<file path="src/rtl/block_io_sequencer.sv">
// -----------------------------------------------------------------------------
// block_io_sequencer
//
// Sequencer for the Z80 block I/O group (INI/INIR/IND/INDR, OUTI/OTIR/OUTD/OTDR).
// One iteration is SRC (read) -> DST (write) -> UPD (HL/B bookkeeping, flags).
// Repeat forms loop back to SRC until B reaches zero or an interrupt is
// pending, in which case the instruction ends with rewind so the execute
// unit can back PC up over the opcode.
//
// Optional feature macro: BLOCK_IO_SEQUENCER_XPT_EN
//   defined   : xpt counts cycles within the current iteration (saturating)
//   undefined : xpt is tied to 0
//
// Ports
//   clock, notReset           clock (rising edge), async active-low reset
//   start, op_in/op_dec/op_rep instruction request and opcode bits
//   hl_in, b_in, c_in         register values captured on start
//   irq_pending               interrupt pending, sampled in UPD
//   mem_*                     memory handshake (req held until ack)
//   io_*                      IO handshake (req held until ack), port {B,C}
//   hl_out, b_out             working HL/B
//   flag_z, flag_n, flag_we   Z/N results and write strobe (high in UPD)
//   busy, done, rewind        status; done/rewind are one-cycle pulses
//   xpt                       per-iteration cycle counter
// -----------------------------------------------------------------------------
module block_io_sequencer #(
    parameter int DATA_W = 8,
    parameter int ADDR_W = 16
) (
    input  logic                  clock,
    input  logic                  notReset,
    input  logic                  start,
    input  logic                  op_in,
    input  logic                  op_dec,
    input  logic                  op_rep,
    input  logic [ADDR_W-1:0]     hl_in,
    input  logic [DATA_W-1:0]     b_in,
    input  logic [DATA_W-1:0]     c_in,
    input  logic                  irq_pending,
    output logic                  mem_req,
    output logic                  mem_we,
    output logic [ADDR_W-1:0]     mem_addr,
    output logic [DATA_W-1:0]     mem_wdata,
    input  logic [DATA_W-1:0]     mem_rdata,
    input  logic                  mem_ack,
    output logic                  io_req,
    output logic                  io_we,
    output logic [2*DATA_W-1:0]   io_addr,
    output logic [DATA_W-1:0]     io_wdata,
    input  logic [DATA_W-1:0]     io_rdata,
    input  logic                  io_ack,
    output logic [ADDR_W-1:0]     hl_out,
    output logic [DATA_W-1:0]     b_out,
    output logic                  flag_z,
    output logic                  flag_n,
    output logic                  flag_we,
    output logic                  busy,
    output logic                  done,
    output logic                  rewind,
    output logic [4:0]            xpt
);

    typedef enum logic [1:0] {IDLE, SRC, DST, UPD} state_t;

    state_t              state_q, state_d;
    logic [ADDR_W-1:0]   hl_q;
    logic [DATA_W-1:0]   b_q, c_q, data_q;
    logic                op_in_q, op_dec_q, op_rep_q;
    logic                flag_z_q, flag_n_q, done_q, rewind_q;

    logic                src_ack, dst_ack, rep_go;
    logic [DATA_W-1:0]   src_rdata, b_dec;
    logic [ADDR_W-1:0]   hl_step;

    // IN family reads IO and writes memory; OUT family the other way round.
    // Only the ack of the channel currently requested is looked at, so a
    // stray ack on the idle channel has no effect.
    assign src_ack   = op_in_q ? io_ack   : mem_ack;
    assign dst_ack   = op_in_q ? mem_ack  : io_ack;
    assign src_rdata = op_in_q ? io_rdata : mem_rdata;

    assign b_dec   = b_q - DATA_W'(1);
    assign hl_step = op_dec_q ? (hl_q - ADDR_W'(1)) : (hl_q + ADDR_W'(1));

    // HL/B are already updated when UPD is entered, so b_q here is the new B.
    assign rep_go = op_rep_q && (b_q != '0);

    // ---------------- state register ----------------
    always_ff @(posedge clock or negedge notReset) begin
        if (!notReset) state_q <= IDLE;
        else           state_q <= state_d;
    end

    // ---------------- next-state logic ----------------
    always_comb begin
        state_d = state_q;
        case (state_q)
            IDLE: if (start)   state_d = SRC;
            SRC:  if (src_ack) state_d = DST;
            DST:  if (dst_ack) state_d = UPD;
            UPD:  state_d = (rep_go && !irq_pending) ? SRC : IDLE;
            default: state_d = IDLE;
        endcase
    end

    // ---------------- datapath registers ----------------
    always_ff @(posedge clock or negedge notReset) begin
        if (!notReset) begin
            hl_q     <= '0;
            b_q      <= '0;
            c_q      <= '0;
            data_q   <= '0;
            op_in_q  <= 1'b0;
            op_dec_q <= 1'b0;
            op_rep_q <= 1'b0;
            flag_z_q <= 1'b0;
            flag_n_q <= 1'b0;
            done_q   <= 1'b0;
            rewind_q <= 1'b0;
        end else begin
            if (state_q == IDLE && start) begin
                hl_q     <= hl_in;
                b_q      <= b_in;
                c_q      <= c_in;
                op_in_q  <= op_in;
                op_dec_q <= op_dec;
                op_rep_q <= op_rep;
            end
            if (state_q == SRC && src_ack) data_q <= src_rdata;
            // Commit HL/B/flags on the destination ack so they are already
            // valid while flag_we is high in UPD.
            if (state_q == DST && dst_ack) begin
                hl_q     <= hl_step;
                b_q      <= b_dec;
                flag_z_q <= (b_dec == '0);
                flag_n_q <= data_q[DATA_W-1];
            end
            done_q   <= (state_q == UPD) && (state_d == IDLE);
            rewind_q <= (state_q == UPD) && rep_go && irq_pending;
        end
    end

    // ---------------- outputs ----------------
    always_comb begin
        mem_req   = 1'b0;
        mem_we    = 1'b0;
        io_req    = 1'b0;
        io_we     = 1'b0;
        mem_addr  = hl_q;
        mem_wdata = data_q;
        io_wdata  = data_q;
        // OUT writes use the predecremented B as the port high byte.
        io_addr   = {(state_q == DST) ? b_dec : b_q, c_q};
        case (state_q)
            SRC: begin
                io_req  = op_in_q;
                mem_req = !op_in_q;
            end
            DST: begin
                mem_req = op_in_q;
                mem_we  = op_in_q;
                io_req  = !op_in_q;
                io_we   = !op_in_q;
            end
            default: ;
        endcase
        busy    = (state_q != IDLE);
        flag_we = (state_q == UPD);
    end

    assign hl_out = hl_q;
    assign b_out  = b_q;
    assign flag_z = flag_z_q;
    assign flag_n = flag_n_q;
    assign done   = done_q;
    assign rewind = rewind_q;

`ifdef BLOCK_IO_SEQUENCER_XPT_EN
    logic [4:0] xpt_q, xpt_d;

    // Zero on every entry into SRC and while idle; otherwise count up and
    // hold at 31.
    always_comb begin
        xpt_d = xpt_q;
        if (state_d == IDLE || (state_d == SRC && state_q != SRC)) xpt_d = '0;
        else if (xpt_q != 5'd31)                                   xpt_d = xpt_q + 5'd1;
    end

    always_ff @(posedge clock or negedge notReset) begin
        if (!notReset) xpt_q <= '0;
        else           xpt_q <= xpt_d;
    end

    assign xpt = xpt_q;
`else
    assign xpt = '0;
`endif

endmodule

</file>
<file path="config.mk">
export PLATFORM = sky130hd
export DESIGN_NAME = block_io_sequencer
export DESIGN_NICKNAME = d
export VERILOG_FILES = /design/src/rtl/block_io_sequencer.sv
export SDC_FILE = /design/constraint.sdc
export NUM_CORES = 1
export LEC_CHECK = 0
export ABC_AREA = 1
export BUFFER_PORTS_ARGS = -buffer_cell sky130_fd_sc_hd__buf_2
export CAP_MARGIN = 20
export CORE_MARGIN = 2
export CORE_UTILIZATION = 53
export CTS_CLUSTER_SIZE = 40
export DETAILED_ROUTE_END_ITERATION = 8
export GPL_TIMING_DRIVEN = 0
export HOLD_SLACK_MARGIN = 0.03
export PLACE_DENSITY = 0.89
export SETUP_SLACK_MARGIN = 0.4
export SKIP_CTS_REPAIR_TIMING = 1
export SLEW_MARGIN = 15
export SYNTH_ARGS = -nofsm -noshare
export SYNTH_HDL_FRONTEND = slang
export SYNTH_SLANG_ARGS = --single-unit
export TNS_END_PERCENT = 30
</file>
<file path="constraint.sdc">
create_clock -name clock -period 2.9 [get_ports clock]
set_input_delay 0.435 -clock clock [delete_from_list [all_inputs] [get_ports clock]]
set_output_delay 0.435 -clock clock [all_outputs]
set_load 0.01 [all_outputs]
</file>
Word-level counts from Yosys, hierarchy flattened
Index checks and enable logic that the tools add are counted. W data, S select, Z words.

Register bits: 49. Word-level logic and storage cells: 52.

Add/subtract/negate cells: 3. Eq/ne operators: 3. Multiplexer cells: 18. Reductions and logical operators: 16.

Operators with widths (number): $mux W16 (3); $mux W8 (4); $add A16 B1 Y16 const B (1); $sub A16 B1 Y16 const B (1); $logic_and A1 B1 Y1 (8); $logic_not A8 Y1 (1); $pmux W2 S4 (1); $reduce_bool A8 Y1 (1); $sub A8 B1 Y8 const B (1); $mux W2 (3); $mux W1 (5); $eq A2 B2 Y1 const B (2); $logic_not A2 Y1 (2); $pmux W1 S2 (2); $reduce_bool A2 Y1 (2); $eq A2 B1 Y1 const B (1); $logic_not A1 Y1 (2).

Longest topological paths before layout
Gate-level depths: netlist of run 1.

Depth in word-level cells: 7. Gate-level depth with buffers: 11. Depth with buffers taken out: 11.

Least setup slack after synthesis of run 1
OpenSTA, ideal clock, no wires.

Kind: register -> register. From: register op_dec_q. To: register hl_q[13], in the netlist hl_out[13]. Library setup time: 0.116 ns. Data arrival time: 1.721 ns. Data required time: 2.784 ns. Setup slack: 1.062 ns. Stages on the path, launching flop included: 11. Path buffers: 0. Clock period less this slack: 1.838 ns. Cell sequence: dfrtp_1 ha_1 or2_2 nand3b_1 nand2_1 nand2_1 nand2_1 nand2_1 nand3_1 nand2_1 nand2_1.

Cells in the longest elaborated chain, start to end: 2.

Ends and longest elaborated chain: start, declared (RTL line 68) `logic op_in_q, op_dec_q, op_rep_q;`; start signal, assigned (RTL line 126) `op_dec_q <= op_dec;`; $mux W16 (RTL line 83) `assign hl_step = op_dec_q ? (hl_q - ADDR_W'(1)) : (hl_q + ADDR_W'(1));`; $mux W16 (RTL line 132) `if (state_q == DST && dst_ack) begin`; end signal, assigned (RTL line 122) `hl_q <= hl_in;`; end signal, assigned (RTL line 133) `hl_q <= hl_step;`; end, declared (RTL line 66) `logic [ADDR_W-1:0] hl_q;`.

No other way between the ends. A chain may end at the register's enable or synchronous reset.

Final worst setup path of run 1
From: register b_q[0], in the netlist b_out[0]. To: output port io_addr[12].

Cells in the longest elaborated chain, start to end: 2.

Ends and longest elaborated chain: start, declared (RTL line 67) `logic [DATA_W-1:0] b_q, c_q, data_q;`; start signal, assigned (RTL line 123) `b_q <= b_in;`; $sub A8 B1 Y8 (RTL line 82) `assign b_dec = b_q - DATA_W'(1);`; $mux W8 (RTL line 153) `io_addr = {(state_q == DST) ? b_dec : b_q, c_q};`; end, declared (RTL line 48) `output logic [2*DATA_W-1:0] io_addr,`.

No other way between the ends.

==> qor.yml, run 1 <==
drt:
  ant_nets: 0
  met3_length_um: 567
  drc: 0
  vias: 3751
  drt_first_pass_iters: 5
  via_per_inst: 5.01
  drt_iter0_drc: 211
  wl_met1_um: 3900
  met2_length_um: 4890
  wl_per_cell_um: 12.7
  drt_wl_total_um: 9470
  maxUsedRoutingLayer: "met4"
clocking:
  clock_path_buffers: 2
  clock_sinks: 49
  clock_latency_ps: 310
  cts_tree: "yes"
  htreeDepth: 2
  clkTransAtPathRegs_ps: 100
  root_buffer: "clkbuf_8"
  cts-buffers-inserted: 5
sta:
  fin_skew_ps: 8.19
  setup_violations: 0
  timing.final.crit_share_pct: 78.5
  fmax_mhz: 439
  finalCriticalPeriod_ps: 2280
  finalHoldViolCount: 0
  drv_slew: 0
  rsz0062_at_grt: "no"
  slew_headroom_pct: 56.8
  whs_ps: 106
  tightest_slew_ps: 648
  tns_ps: 0
die:
  core-area_mm2: 0.00668
  ios: 144
  die_h_um: 86.4
  dieArea_mm2: 0.00747
  initial_core_util_pct: 53.9
  rows: 30
  die_x_um: 86.4
finish:
  layout-drive-gt1-share_pct: 30.7
  final_util_pct: 67.8
  final_common_cell: "nand2_1"
  area_growth_pct: 25.8
  fillers: 588
  fin_cells: 748
  nNetsFinal: 743
  antenna_cells: 0
  final_cell_mix: "nand2_1 (193), buf_2 (143), inv_1 (52), dfrtp_1 (49), nor2_1 (46)"
synthesis:
  syn_area_mm2: 0.00360
  synth_cell_types: 36
  synthCells: 518
  synth_area_per_cell_um2: 6.95
  yosysSeqAreaShare_pct: 34.1
  yosys_warnings: 0
  async_reset_ff_share_pct: 100
  synth-main-ff-cell: "dfrtp_1"
  ys_ff_latch: 49
  synth_enable_flop_cells: 0
pwr:
  leakage_nw: 2.67
  ir_drop_uv: 683
  p_total_mw: 5.69
  power.density_mw_per_mm2: 1260
grt:
  antenna_found_initial: 0
  gr-total-overflow: 0
  grt_pass1_vias: 3511
  grt_usage_pct: 25.6
  grt_pass1_wl_um: 15500
  grt_max_degree: 28
critical_path:
  cpPeakStageDelay_ps: 420
  cp.arrival_ps: 1840
  critPathRequiredTime_ps: 2470
  worst_setup_path_end_kind: "primary output"
  crit_fanout: 5
  critical-path-slowest-cell: "dfrtp_1"
  worstPathCellList: "inv_1 -> ha_1 -> nand3_1 -> xor2_1 -> nand2_1 -> o21ai_0 -> buf_2"
  crit_type: "reg2out"
  startpoint_type: "register"
worst_hold_path:
  hold_path_class: "in2async"
placed_design:
  numPortBuffers: 138
  place_hpwl_um: 7540
  gp_congestion: 0.928
  dp_cells: 741
job:
  max_cap_viol_count: 0
status:
  outcome: "complete, no violations"
-- synth_stat cells (2+ instances only) --
cell / n / share of area (%)
a31oi_2: 2 / 0.70
buf_2: 5 / 0.70
buf_4: 32 / 6.7
xor2_1: 11 / 2.7
nand2_1: 193 / 20
clkbuf_1: 3 / 0.31
nand3_1: 19 / 2.6
ha_1: 17 / 5.9
nand2_2: 2 / 0.35
o21ai_0: 19 / 2.6
a22oi_1: 2 / 0.42
nor3_2: 2 / 0.56
or2_2: 2 / 0.35
inv_2: 6 / 0.63
nor3_1: 4 / 0.56
xnor2_1: 3 / 0.73
o21bai_1: 2 / 0.42
buf_6: 3 / 0.94
nand3_2: 2 / 0.56
o21ai_1: 3 / 0.42
nand4_1: 7 / 1.2
nor2_1: 46 / 4.8
a21oi_1: 14 / 1.9
nand3b_1: 2 / 0.42
dfrtp_1: 49 / 34
inv_1: 52 / 5.4
o221ai_1: 2 / 0.49
a31oi_1: 6 / 1.0
-- cell families (layout without fill, tap and decap cells) --
family | count (synthesis) | count (layout) | share of synthesized area (%)
other | 1 | 5 | 0.104
AND/OR/NAND/NOR | 283 | 283 | 32.5
adder cells (fa/ha/maj) | 18 | 18 | 6.46
flip-flops | 49 | 49 | 34.1
buffers and inverters | 101 | 247 | 14.7
AO/OA/AOI/OAI | 52 | 52 | 8.76
XOR/XNOR | 14 | 14 | 3.41
-- cell type report --
cell class	instances	area, um^2	share of cell area (%)
clock inverter	2	35.0	0.773
multi-input combinational	372	1860	41.1
timing repair buffer	139	711	15.7
clock buffer	5	68.8	1.52
sequential	49	1230	27.1
tap	80	100	2.21
inverter	58	218	4.81
buffer	43	310	6.85
-- metal layers --
layer  vias up  global-route usage (%)
met5         -                       0
met4         0                    6.11
met3        14                    5.05
met2       129                    47.1
met1      1716                    30.5
li1       1892                       -
-- power by group --
| part | total (mW) | internal [mW] | switching [mW] |
|---|---|---|---|
| Clock | 0.490 | 0.251 | 0.239 |
| Sequential | 1.35 | 1.01 | 0.334 |
| Combinational | 3.85 | 1.59 | 2.27 |
-- worst max-delay path: cells and delay by family (launching register included) --
| family | cells | cell delay (ps) |
|---|---|---|
| flops | 1 | 420 |
| buf+inv | 2 | 320 |
| xor+xnor | 1 | 270 |
| fa+ha+maj | 1 | 240 |
| simple gates | 2 | 200 |
| compound gates | 1 | 80 |
-- metrics by stage --
step | area (um^2) | setup slack (ps)
floorplan | 3610 | 1060
global placement | 4410 | 792
detailed placement | 4430 | 719
CTS | 4530 | 613
global route | 4530 | 473
finish | 4530 | 624
-- registers in the layout, summed over array words and instances, names as in the netlist --
signal and count:
flag_n 1, op_rep_q 1, state_q 2, done 1
c_q 8, flag_z 1, op_in_q 1, hl_out 16
rewind 1, b_out 8, op_dec_q 1, io_wdata 8
-- worst paths after layout --
check                               from          end  slack, ps  cells after the start
max in group asynchronous       notReset    hl_out[2]       2250                      2
worst min register to register    c_q[4]       c_q[4]        480                      2
worst min-delay path            notReset   hl_out[14]        110                      1
worst max-delay path            b_out[0]  io_addr[12]        620                      7
worst max register to register  op_dec_q   hl_out[15]        710                     10
min in group clock               c_in[6]       c_q[6]        320                      3
(Power assumes the default switching activity.)
==> run 2, diff against run 1 <==
--- a/config.mk
+++ b/config.mk
@@ -9,12 +9,12 @@
 export BUFFER_PORTS_ARGS = -buffer_cell sky130_fd_sc_hd__buf_2
 export CAP_MARGIN = 20
 export CORE_MARGIN = 2
-export CORE_UTILIZATION = 53
+export CORE_UTILIZATION = 45
 export CTS_CLUSTER_SIZE = 40
 export DETAILED_ROUTE_END_ITERATION = 8
 export GPL_TIMING_DRIVEN = 0
 export HOLD_SLACK_MARGIN = 0.03
-export PLACE_DENSITY = 0.89
+export PLACE_DENSITY = 0.81
 export SETUP_SLACK_MARGIN = 0.4
 export SKIP_CTS_REPAIR_TIMING = 1
 export SLEW_MARGIN = 15
==> constraint.sdc (replaced) <==
create_clock -name clock -period 2.06 [get_ports clock]
set_input_delay 0.309 -clock clock [delete_from_list [all_inputs] [get_ports clock]]
set_output_delay 0.309 -clock clock [all_outputs]
set_load 0.01 [all_outputs]
==> run 2 against run 1 <==
First-iteration DRC count decreased by 13%. Via count increased by 5.4%. Setup slack got worse by 610 ps. Global-route usage decreased by 2.3 points. Wire length increased by 17%. Count of clock-buffer cells in the layout increased by 2. Utilization decreased by 2.6 points. Largest power group unchanged. Sequential power increased by 44%. Design area increased by 11%. Clock skew decreased by 1.1 ps.
==> qor.yml, run 2 (synthesis gave the netlist of run 1 again) <==
sta:
  fin_skew_ps: 7.05
  finalHoldViolCount: 0
  drv_slew: 0
  timing.final.crit_share_pct: 99.3
  tightest_slew_ps: 517
  setup_violations: 0
  slew_headroom_pct: 65.5
  rsz0062_at_grt: "yes"
  fmax_mhz: 489
  finalCriticalPeriod_ps: 2050
  whs_ps: 202
critical_path:
  critPathRequiredTime_ps: 1750
  cpPeakStageDelay_ps: 410
  worst_setup_path_end_kind: "primary output"
  startpoint_type: "register"
  critical-path-slowest-cell: "dfrtp_1"
  worstPathCellList: "inv_2 -> ha_4 -> nand3_2 -> xor2_2 -> nand2_1 -> o21ai_1 -> buf_2"
  crit_type: "reg2out"
  crit_fanout: 5
  cp.arrival_ps: 1740
placed_design:
  gp_congestion: 0.834
  dp_cells: 763
  place_hpwl_um: 7740
  numPortBuffers: 138
  placed_area_mm2: 0.00445
drt:
  drt_wl_total_um: 11100
  ant_nets: 0
  drc: 0
  drt_iter0_drc: 184
  vias: 3953
  wl_per_cell_um: 14.0
  via_per_inst: 4.98
  drt_first_pass_iters: 4
finish:
  area_growth_pct: 40.0
  largest_reg_flops: 16
  final_common_cell: "nand2_1"
  final_cell_area_mm2: 0.00504
  layout-drive-gt1-share_pct: 40.1
  nNetsFinal: 765
  fin_cells: 793
  antenna_cells: 0
  final_cell_mix: "nand2_1 (179), buf_2 (143), buf_4 (49), dfrtp_1 (47), nor2_1 (45)"
die:
  rows: 32
  die_x_um: 93.4
  core-area_mm2: 0.00773
  ios: 144
  die_h_um: 93.4
  initial_core_util_pct: 46.6
  dieArea_mm2: 0.00873
clocking:
  clock_latency_ps: 300
  clock_sinks: 49
  cts-buffers-inserted: 5
  clock_path_buffers: 2
  htreeDepth: 2
  root_buffer: "clkbuf_8"
  clkTransAtPathRegs_ps: 90
  cts_tree: "yes"
pwr:
  ir_drop_uv: 974
  power.density_mw_per_mm2: 1840
  p_total_mw: 9.26
  leakage_nw: 2.79
grt:
  gr-total-overflow: 0
  grt_pass1_vias: 3710
  grt_pass1_wl_um: 16500
  antenna_found_initial: 0
  grt_usage_pct: 23.3
  grt_max_degree: 30
job:
  max_cap_viol_count: 0
worst_hold_path:
  hold_path_class: "in2reg"
status:
  outcome: "complete, no violations"
## run 2: cell count changes in the layout (fill, tap and decap cells not counted), sizes merged
cell / previous run / this run
clkinvlp: 0 / 1
clkbuf: 8 / 11
clkinv: 1 / 0
buf: 179 / 199
dlygate4sd3: 0 / 1
bufinv: 1 / 0
## run 2: worst paths after layout
check / slack [ps] / to / cells past startpoint / start
worst max-delay path: 10 / io_addr[12] / 7 / b_out[1]
worst min-delay path: 200 / c_q[1] / 3 / c_in[1]
worst max register to register: 100 / hl_out[12] / 11 / op_dec_q
worst min register to register: 490 / c_q[6] / 2 / c_q[6]
max in group asynchronous: 1000 / op_dec_q / 3 / notReset
min in group asynchronous: 510 / op_in_q / 2 / notReset
## run 2: cell type report
type | instances | area, um^2
Multi-Input combinational cell | 372 | 2150
Sequential cell | 49 | 1230
Timing Repair Buffer | 161 | 925
Buffer | 43 | 310
Clock inverter | 1 | 7.51
Fill cell | 689 | 2690
Tap cell | 102 | 128
Clock buffer | 7 | 76.3
Inverter | 58 | 218
## run 2: metrics by stage
stage	util (%)	setup TNS (ps)	setup slack (ps)
after CTS	58.7	-99.6	-99.6
after detailed placement	57.6	0	116
after global routing	65.2	-62.7	-43.9
final	65.2	0	14.0
after global placement	57.4	0	139
after floorplan	-	0	333
## run 2: power breakdown
| part | internal [mW] | leakage (nW) | switching [mW] |
|---|---|---|---|
| logic | 3.02 | 2.16 | 3.73 |
| clock network | 0.241 | 0.0385 | 0.332 |
| registers | 1.43 | 0.591 | 0.507 |
## run 2: metal layers
layer  vias up  global-route usage (%)  share of wire, %
met5         -                       0                 0
met4         0                    5.88               2.6
met3        27                    5.32               6.9
met2       146                    42.3                51
met1      1846                    27.8                39
li1       1934                       -                 -
## run 2: critical path, delay by kind of cell (launching register included)
family                     cells  cell delay (ps)
AOI/OAI and AO/OA              1              110
xor gates and xnor gates       1              250
adders and majority gates      1              180
buffers and inverters          2              290
DFF                            1              410
and+or+nand+nor                2              200
==> run 3, diff against run 2 <==
--- a/config.mk
+++ b/config.mk
@@ -9,13 +9,13 @@
 export BUFFER_PORTS_ARGS = -buffer_cell sky130_fd_sc_hd__buf_2
 export CAP_MARGIN = 20
 export CORE_MARGIN = 2
-export CORE_UTILIZATION = 45
+export CORE_UTILIZATION = 24
 export CTS_CLUSTER_SIZE = 40
 export DETAILED_ROUTE_END_ITERATION = 8
 export GPL_TIMING_DRIVEN = 0
 export HOLD_SLACK_MARGIN = 0.03
-export PLACE_DENSITY = 0.81
-export SETUP_SLACK_MARGIN = 0.4
+export PLACE_DENSITY = 0.48
+export SETUP_SLACK_MARGIN = 0.5
 export SKIP_CTS_REPAIR_TIMING = 1
 export SLEW_MARGIN = 15
 export SYNTH_ARGS = -nofsm -noshare
==> constraint.sdc (replaced) <==
create_clock -name clock -period 2.3 [get_ports clock]
set_input_delay 0.345 -clock clock [delete_from_list [all_inputs] [get_ports clock]]
set_output_delay 0.345 -clock clock [all_outputs]
set_load 0.01 [all_outputs]
==> run 3 against run 2 <==
Design area rose by 5.3%. Clock power rose by 55%. Combinational power fell by 8.0%. Sequential share of layout area fell by 1.2 points. Critical endpoint is now io_addr[15]. Largest cell class unchanged.
==> qor.yml, run 3 (synthesis gave the netlist of run 1 again) <==
status:
  outcome: "complete, no violations"
die:
  die_x_um: 126
  core-area_mm2: 0.0146
  initial_core_util_pct: 24.7
  ios: 144
  rows: 44
  die_h_um: 126
  dieArea_mm2: 0.0160
drt:
  drc: 0
  ant_nets: 0
  drt_iter0_drc: 139
  drt_wl_total_um: 11500
  vias: 3777
  drt_first_pass_iters: 4
  wl_per_cell_um: 13.2
  via_per_inst: 4.31
sta:
  tns_ps: 0
  fmax_mhz: 508
  finalHoldViolCount: 0
  slew_headroom_pct: 54.8
  rsz0062_at_grt: "yes"
  drv_slew: 0
  tightest_slew_ps: 678
  whs_ps: 96.8
  timing.final.crit_share_pct: 85.5
  fin_skew_ps: 3.77
  finalCriticalPeriod_ps: 1970
  fin_ws_ps: 333
  setup_violations: 0
critical_path:
  r2r-end: "hl_out[14]"
  critPathRequiredTime_ps: 1960
  reg2reg_from: "op_dec_q"
  startpoint_type: "register"
  critical-path-slowest-cell: "dfrtp_2"
  worst_r2r_path_depth: 12
  crit_type: "reg2out"
  crit_fanout: 5
  worst_setup_path_end_kind: "primary output"
  worstPathCellList: "inv_4 -> nand3_4 -> nor3_4 -> xor2_2 -> o21ai_1 -> buf_2"
  cp.arrival_ps: 1620
  regToRegSetupSlack_ps: 400
  cpPeakStageDelay_ps: 430
clocking:
  htreeDepth: 2
  cts_tree: "yes"
  clock_latency_ps: 290
  cts-buffers-inserted: 5
  clock_path_buffers: 2
  clkTransAtPathRegs_ps: 70
  root_buffer: "clkbuf_16"
  clock_sinks: 49
pwr:
  p_total_mw: 8.85
  ir_drop_uv: 628
  power.density_mw_per_mm2: 1670
  leakage_nw: 2.85
finish:
  nNetsFinal: 767
  final_common_cell: "nand2_1"
  final_cell_area_mm2: 0.00531
  layout-drive-gt1-share_pct: 43.0
  final_cell_mix: "nand2_1 (172), buf_2 (142), buf_4 (54), dfrtp_1 (46), nor2_1 (43)"
  area_growth_pct: 47.4
  fin_cells: 877
  largest_reg_flops: 16
  final_util_pct: 36.4
  antenna_cells: 0
worst_hold_path:
  hold_path_class: "in2async"
grt:
  grt_max_degree: 50
  gr-total-overflow: 0
  antenna_found_initial: 0
  grt_usage_pct: 13.6
  grt_pass1_vias: 3556
  grt_pass1_wl_um: 17600
job:
  max_cap_viol_count: 0
placed_design:
  numPortBuffers: 138
  place_hpwl_um: 8540
  placed_area_mm2: 0.00454
  dp_cells: 844
  gp_congestion: 0.807
  place_ws_ps: 295
## run 3: cell types whose count changed in the layout (fill, tap and decap cells not counted), sizes merged
cell / previous run / this run
buf: 199 / 203
bufinv: 0 / 1
clkbuf: 11 / 9
dlygate4sd3: 1 / 0
## run 3: final cells by class
class,instances,area (um^2)
buffer,43,310
multi-input combinational,372,2210
tap,184,230
timing repair buffer,163,922
clock inverter,2,37.5
sequential,49,1230
clock buffer,6,139
inverter,58,223
fill,1553,9280
## run 3: power by group
group	switching (mW)	leakage (nW)	internal [mW]
combinational	3.40	2.18	2.81
clock	0.346	0.0831	0.544
sequential	0.464	0.590	1.29
total	4.21	2.85	4.64
## run 3: worst max-delay path: cells and delay by family (launching register included)
kind | cells | cell delay [ps]
buffers and inverters | 2 | 250
XOR/XNOR | 1 | 230
AND/OR/NAND/NOR | 2 | 350
flip-flops | 1 | 430
AO/OA/AOI/OAI | 1 | 80
## run 3: how the worst max path moves through the flow
stage,start,endpoint,cells after the start
floorplan,op_dec_q,hl_out[13],10
global placement,op_dec_q,hl_out[15],10
detailed placement,op_dec_q,hl_out[15],10
CTS,b_out[0],io_addr[12],7
global route,b_out[0],io_addr[15],6
finish,b_out[0],io_addr[15],6
## run 3: layer usage
layer  track usage (%)  routed length (um)  part of all wire [%]  vias up
met4              2.91                 106                  0.92        0
met2              24.3                5970                    52       96
met5                 0                   0                     0        -
met3              3.08                 645                   5.6        8
li1                  -                   -                     -     1939
met1              16.6                4820                    42     1734
